$ cat config.mk
export PLATFORM = sky130hd
export DESIGN_NAME = arbitrated_output_stage
export DESIGN_NICKNAME = d
export VERILOG_FILES = /design/src/rtl/arbitrated_output_stage.sv
export SDC_FILE = /design/constraint.sdc
export NUM_CORES = 1
export LEC_CHECK = 0
export BUFFER_PORTS_ARGS = -buffer_cell sky130_fd_sc_hd__buf_2
export CORE_ASPECT_RATIO = 1.4
export CORE_MARGIN = 2
export CORE_UTILIZATION = 30
export CTS_CLUSTER_SIZE = 40
export DETAILED_ROUTE_END_ITERATION = 6
export GPL_ROUTABILITY_DRIVEN = 0
export GPL_TIMING_DRIVEN = 0
export PLACE_DENSITY_LB_ADDON = 0.05
export SLEW_MARGIN = 20
export SYNTH_ARGS = -nofsm -noshare
export SYNTH_HDL_FRONTEND = slang
export SYNTH_SLANG_ARGS = --single-unit
$ cat constraint.sdc
create_clock -name clock -period 3.2 [get_ports clock]
set_input_delay 0.16 -clock clock [delete_from_list [all_inputs] [get_ports clock]]
set_output_delay 0.16 -clock clock [all_outputs]
set_load 0.05 [all_outputs]
$ cat src/rtl/arbitrated_output_stage.sv
// N-to-1 valid/ready merger driven by an external one-hot grant arbiter.
// Granted channel data is registered with its source index; full throughput.
module arbitrated_output_stage #(
    parameter  int SIZE        = 4,
    parameter  int WIDTH       = 8,
    localparam int INDEX_WIDTH = $clog2(SIZE)
) (
    input  logic                    clock,
    input  logic                    reset,
    input  logic [SIZE-1:0]         channel_valid,
    input  logic [SIZE*WIDTH-1:0]   channel_data,
    output logic [SIZE-1:0]         channel_ready,
    output logic [SIZE-1:0]         arbiter_requests,
    input  logic [SIZE-1:0]         arbiter_grant,
    output logic                    output_valid,
    input  logic                    output_ready,
    output logic [WIDTH-1:0]        output_data,
    output logic [INDEX_WIDTH-1:0]  output_channel,
    output logic                    protocol_error
);

    typedef enum logic {
        EMPTY = 1'b0,
        FULL  = 1'b1
    } state_t;

    state_t                 r_state;
    state_t                 w_state_next;
    logic [WIDTH-1:0]       r_data;
    logic [INDEX_WIDTH-1:0] r_channel;
    logic                   r_error;

    logic                   w_load_enable;
    logic                   w_onehot0;
    logic                   w_grant_legal;
    logic                   w_transfer;
    logic [WIDTH-1:0]       w_mux_data;
    logic [INDEX_WIDTH-1:0] w_mux_index;

    // Reset gates loading so no channel is handshaken while state is clearing.
    assign w_load_enable    = ~reset & (~output_valid | output_ready);
    assign arbiter_requests = w_load_enable ? channel_valid : '0;

    assign w_onehot0     = (arbiter_grant & (arbiter_grant - SIZE'(1))) == '0;
    assign w_grant_legal = w_onehot0 &&
                           ((arbiter_grant & ~arbiter_requests) == '0);

    assign channel_ready = (w_load_enable && w_grant_legal)
                         ? (arbiter_grant & channel_valid) : '0;
    assign w_transfer    = |channel_ready;

    always_comb begin
        w_mux_data  = '0;
        w_mux_index = '0;
        for (int k = 0; k < SIZE; k++) begin
            if (channel_ready[k]) begin
                w_mux_data  = w_mux_data | channel_data[k*WIDTH +: WIDTH];
                w_mux_index = w_mux_index | INDEX_WIDTH'(k);
            end
        end
    end

    always_comb begin
        w_state_next = r_state;
        unique case (r_state)
            EMPTY: begin
                if (w_transfer) w_state_next = FULL;
            end
            FULL: begin
                if (w_transfer)        w_state_next = FULL;
                else if (output_ready) w_state_next = EMPTY;
            end
            default: w_state_next = EMPTY;
        endcase
    end

    always_ff @(posedge clock) begin
        if (reset) begin
            r_state <= EMPTY;
        end else begin
            r_state <= w_state_next;
        end
    end

    always_ff @(posedge clock) begin
        if (reset) begin
            r_data    <= '0;
            r_channel <= '0;
        end else if (w_transfer) begin
            r_data    <= w_mux_data;
            r_channel <= w_mux_index;
        end
    end

    // Sticky until reset so software can observe a misbehaving arbiter.
    always_ff @(posedge clock) begin
        if (reset) begin
            r_error <= 1'b0;
        end else if (w_load_enable && !w_grant_legal) begin
            r_error <= 1'b1;
        end
    end

    assign output_valid   = (r_state == FULL);
    assign output_data    = r_data;
    assign output_channel = r_channel;
    assign protocol_error = r_error;

endmodule

==> results of run 1 <==
-- worst register-to-register path, cell delays in order, from the launching register on --
cell	delay [ns]
dfxtp_1	0.31
nor2b_1	0.13
buf_6	0.14
nor3_1	0.22
clkbuf_1	0.41
o2bb2ai_1	0.18
nand3_1	0.11
a21oi_1	0.15
-- logic make-up after synthesis --
family	synth area share [%]
compound gates	40.6
fa+ha+maj	1.15
buf+inv	9.68
flops	24.5
simple gates	24.1
-- final timing paths --
path                   start                to  slack [ns]  cells past startpoint
min reg2reg   output_data[4]    output_data[4]        0.45                      2
max reg2reg     output_valid    output_data[5]        1.49                      7
min          channel_data[2]    output_data[2]        0.19                      3
max             output_valid  channel_ready[3]        1.11                      7
-- layout make-up --
class / count / area, um^2 / share of cell area (%)
Inverter: 5 / 18.8 / 1.38
Buffer: 12 / 76.3 / 5.60
Timing Repair Buffer: 58 / 290 / 21.3
Sequential cell: 12 / 240 / 17.6
Multi-Input combinational cell: 86 / 647 / 47.5
Clock buffer: 3 / 41.3 / 3.03
Tap cell: 39 / 48.8 / 3.58
-- through the flow --
stage               cell area [um^2]  hold slack, ns  power [mW]
floorplan                        982           0.344       0.248
global placement                1320           0.433       0.293
detailed placement              1320           0.440       0.294
CTS                             1360           0.187       0.434
global route                    1360           0.199       0.455
finish                          1360           0.185       0.430
-- flip-flops by register name, summed over array words and instances, names as in the netlist --
register / cells
output_channel: 2
output_valid: 1
output_data: 8
protocol_error: 1
-- Yosys cell counts, drive strengths merged, types with 2 or more instances --
cell type and count:
dfxtp 12, a21oi 8, nand2 8, nand3 8, buf 7, nor2 7
a222oi 5, a22oi 5, clkbuf 5, inv 5, nor3 5, o21ai 5
o2bb2ai 5, a221oi 3, and3 3, nor2b 3, a2111oi 2, a211oi 2
and2 2, nand2b 2, nor4 2, o211ai 2, o31ai 2
-- power breakdown --
group	internal (mW)	switching, mW
Sequential	0.153	0.00163
Combinational	0.0530	0.0827
Clock	0.0829	0.0568
-- per-layer routing --
metal / share of wire [%] / vias to the layer above / GRT usage (%) / wire length, um
met2: 50 / 48 / 28.3 / 1550
met1: 42 / 527 / 22.8 / 1290
li1: - / 569 / - / -
met4: 2.1 / 0 / 8.83 / 66
met3: 6.5 / 6 / 2.29 / 201
met5: 0 / - / 0 / 0
==> flow_metrics.py, run 1 <==
metrics = {
    "run_status": {
        "status": "finished, final reports clean",
    },
    "floorplanning": {
        "rows": 24,
        "die-area_um2": 3750,
        "start_util_pct": 31.5,
        "fp.dieW_um": 52.4,
        "core_um2": 3120,
        "ios": 63,
        "die_h_um": 71.7,
    },
    "global_routing": {
        "grt_pass1_wl_mm": 5.09,
        "grt_pass1_vias": 1102,
        "grt_max_degree": 11,
        "grt_use_total_pct": 17.7,
        "antenna_found_initial": 0,
        "grt_overflow": 0,
    },
    "timing": {
        "period_share_pct": 65.3,
        "slew_viol_final": 0,
        "relSlewSlack_pct": 62.6,
        "max_freq_mhz": 479,
        "rsz0062_at_grt": "false",
        "hold_viol": 0,
        "setup_violations": 0,
        "worst_slew_pin_slew_ns": 0.562,
        "setup_ws_ns": 1.11,
        "finalSetupTns_ns": 0,
        "period_minus_slack_ns": 2.09,
        "fin_skew_ns": 0.00668,
    },
    "routing": {
        "dr.pass1.iters": 4,
        "routed_via_density": 5.35,
        "drtIter0Drc": 46,
        "postRouteAntennaNets": 0,
        "drt-total-wl_mm": 3.11,
        "wl_per_cell_um": 14.5,
        "route.detailed.drc": 0,
        "dr_total_vias": 1150,
    },
    "critical_path": {
        "cp_slowest_stage_delay_ns": 0.31,
        "critPathArrivalTime_ns": 1.93,
        "worstSetupPathType": "reg2out",
        "cp-end-kind": "primary output",
        "cp_top_family": "compound AO/OA/AOI/OAI gates",
        "startpoint_type": "register",
        "cp_num_buf_inv": 2,
        "cp.required_ns": 3.04,
        "cp_max_fo": 9,
        "cp_slowest_cell": "dfxtp_1",
        "crit_chain": "nor2b_1, buf_6, o31ai_2, o211a_4, o21ai_4, nor4_1, buf_2",
    },
    "place": {
        "preCtsSetupSlack_ns": 1.36,
        "io_buffers": 58,
        "dp_hpwl_mm": 2.48,
        "placed_cells": 212,
    },
    "clock_network": {
        "cts.sinks": 12,
        "holdBufCountCts": 0,
        "cts_buffers": 3,
        "worstSkewPairLatency_ns": 0.24,
        "ctsResizeCount": 0,
        "cts_setup_buffers": 0,
        "clk_path_buf_depth": 2,
        "h-tree-depth": 1,
        "root_buffer": "clkbuf_8",
        "cts_tree": "yes",
        "path_clk_slew_ns": 0.06,
    },
    "yosys": {
        "synthesis.nets": 158,
        "ys_top_cells_by_area": "dfxtp_1, a222oi_1, o2bb2ai_1",
        "syn-mean-instance-area_um2": 8.54,
        "ys_seq_area_share_pct": 24.5,
        "synth_top_cell_area_share_pct": 24.5,
        "syn-cell-area_um2": 982,
        "postSynthCellCount": 115,
        "ys.flop_type": "dfxtp_1",
        "ys_types": 41,
        "async_flop_share_pct": 0,
        "synth_edf_count": 0,
        "synth-seq-cells": 12,
        "yosys.area.top_type": "dfxtp_1",
        "yosysWarnings": 0,
    },
    "final_layout": {
        "fill_cells": 360,
        "layout_commonest_cell": "buf_2",
        "area_delta_synth_final_pct": 38.7,
        "final_nets": 221,
        "final_util_pct": 43.6,
        "num_antenna_cells": 0,
        "final_layout_size_suffix_gt1_share_pct": 48.9,
        "final_cells": 215,
        "final_cell_mix": "buf_2, dfxtp_1, nand2_1",
    },
    "min_path": {
        "worstHoldPathType": "in2reg",
    },
    "pwr": {
        "power.density_nw_per_um2": 316,
        "peakVddDrop_v": 0.000156,
        "power.leakage_nw": 0.590,
    },
    "job": {
        "drv_cap": 0,
    },
}
Note: power is estimated with default switching activity, not from simulation.
==> run 2: changes to the inputs <==
Clock period 3.2 ns to 1.7 ns, I/O delays scaled along.
==> flow_metrics.py, run 2 (synthesized netlist as in run 1, its figures left out) <==
metrics = {
    "final_layout": {
        "area_delta_synth_final_pct": 60.6,
        "final_cell_mix": "buf_2, buf_4, dfxtp_1",
        "final_layout_size_suffix_gt1_share_pct": 61.2,
        "layout_commonest_cell": "buf_2",
        "num_antenna_cells": 0,
        "largest_register_ffs": 8,
        "final_nets": 232,
        "multiInputGateArea_um2": 731,
        "ff_latch_area_um2": 244,
        "final_util_pct": 50.5,
        "fill_cells": 334,
        "design_area_um2": 1580,
        "final_cells": 227,
    },
    "timing": {
        "worst_slew_pin_slew_ns": 0.613,
        "rsz0062_at_grt": "true",
        "period_minus_slack_ns": 1.71,
        "relSlewSlack_pct": 59.1,
        "finalSetupTns_ns": -0.00988,
        "period_share_pct": 101,
        "fin_skew_ns": 0.00189,
        "max_freq_mhz": 585,
        "setup_ws_ns": -0.00988,
        "setup_violations": 1,
        "hold_viol": 0,
        "slew_viol_final": 0,
        "holdWs_ns": 0.101,
    },
    "critical_path": {
        "worstSetupPathType": "reg2out",
        "cp_max_fo": 6,
        "cp.required_ns": 1.62,
        "cp_slowest_stage_delay_ns": 0.34,
        "cp_slowest_cell": "dfxtp_4",
        "cp-end-kind": "primary output",
        "critPathArrivalTime_ns": 1.62,
        "crit_chain": "nor2b_4, o31ai_4, o211a_4, o21ai_4, nor4_4, buf_6",
        "startpoint_type": "register",
        "cp_num_buf_inv": 1,
        "cp_top_family": "compound AO/OA/AOI/OAI gates",
    },
    "floorplanning": {
        "ios": 63,
        "die_h_um": 71.7,
        "die-area_um2": 3750,
        "rows": 24,
        "core_um2": 3120,
        "fp.dieW_um": 52.4,
        "start_util_pct": 31.5,
    },
    "clock_network": {
        "root_buffer": "clkbuf_8",
        "worstSkewPairLatency_ns": 0.24,
        "cts_buffers": 3,
        "cts_tree": "yes",
        "path_clk_slew_ns": 0.06,
        "cts.sinks": 12,
        "clk_path_buf_depth": 2,
        "h-tree-depth": 1,
    },
    "global_routing": {
        "grt_pass1_vias": 1152,
        "grt_use_total_pct": 18.8,
        "grt_overflow": 0,
        "grt_max_degree": 11,
        "antenna_found_initial": 0,
        "grt_pass1_wl_mm": 5.38,
    },
    "min_path": {
        "worstHoldPathType": "in2reg",
    },
    "pwr": {
        "power.leakage_nw": 0.667,
        "power.density_nw_per_um2": 543,
        "total_power_mw": 0.856,
        "peakVddDrop_v": 0.000266,
    },
    "place": {
        "placed_cells": 212,
        "dp_hpwl_mm": 2.45,
        "place_area_um2": 1370,
        "io_buffers": 58,
        "preCtsSetupSlack_ns": -0.121,
    },
    "routing": {
        "route.detailed.drc": 0,
        "drtIter0Drc": 53,
        "dr_total_vias": 1197,
        "drt-total-wl_mm": 3.33,
        "postRouteAntennaNets": 0,
        "wl_per_cell_um": 14.7,
        "routed_via_density": 5.27,
        "dr.pass1.iters": 4,
    },
    "run_status": {
        "status": "finished with violations",
        "violations": "setup timing",
    },
    "job": {
        "drv_cap": 0,
    },
}
==> run 2: cell types whose count changed in the layout (fill, tap and decap cells not counted), moves of 3 or more <==
cell / previous run / this run
buf_6: 3 / 6
buf_2: 59 / 55
nor2_1: 6 / 3
nand2_2: 0 / 3
nand2_1: 8 / 5
buf_4: 2 / 14
==> run 2: power breakdown <==
group	internal, mW	switching, mW
Sequential	0.286	0.00352
Clock	0.166	0.112
Combinational	0.120	0.168
==> run 2: area by class of cell <==
type | instances | area share [%]
Buffer | 10 | 4.12
Tap cell | 39 | 3.09
Multi-Input combinational cell | 86 | 46.3
Sequential cell | 12 | 15.5
Timing Repair Buffer | 71 | 27.0
Inverter | 5 | 1.19
Clock buffer | 4 | 2.85
==> run 2: what timing repair did <==
| action | CTS | global route |
|---|---|---|
| hold buffers | 0 | 0 |
| endpoints found under the setup margin | 12 | 14 |
| buffers inserted | 8 | 4 |
| pin swaps | 16 | 5 |
| gates resized for setup | 15 | 10 |
| cloned | 1 | 0 |
==> run 2: tightest hold or removal path, cell delays in order <==
cell      delay (ns)
buf_2           0.08
a221oi_2        0.05
o21ai_2         0.09
==> run 2: path summary, 6_finish.rpt <==
path,startpoint,to,slack (ns),cells after the start
min reg2reg,output_data[5],output_data[5],0.46,2
max reg2reg,output_valid,output_data[5],0.06,7
min,channel_data[27],output_data[3],0.10,3
max,output_valid,channel_ready[3],-0.01,6
==> run 2: routing by layer <==
metal	GRT usage (%)	routed length, um
met3	3.54	223
met2	32.9	1740
met1	23.0	1330
met4	5.13	40
met5	0	0
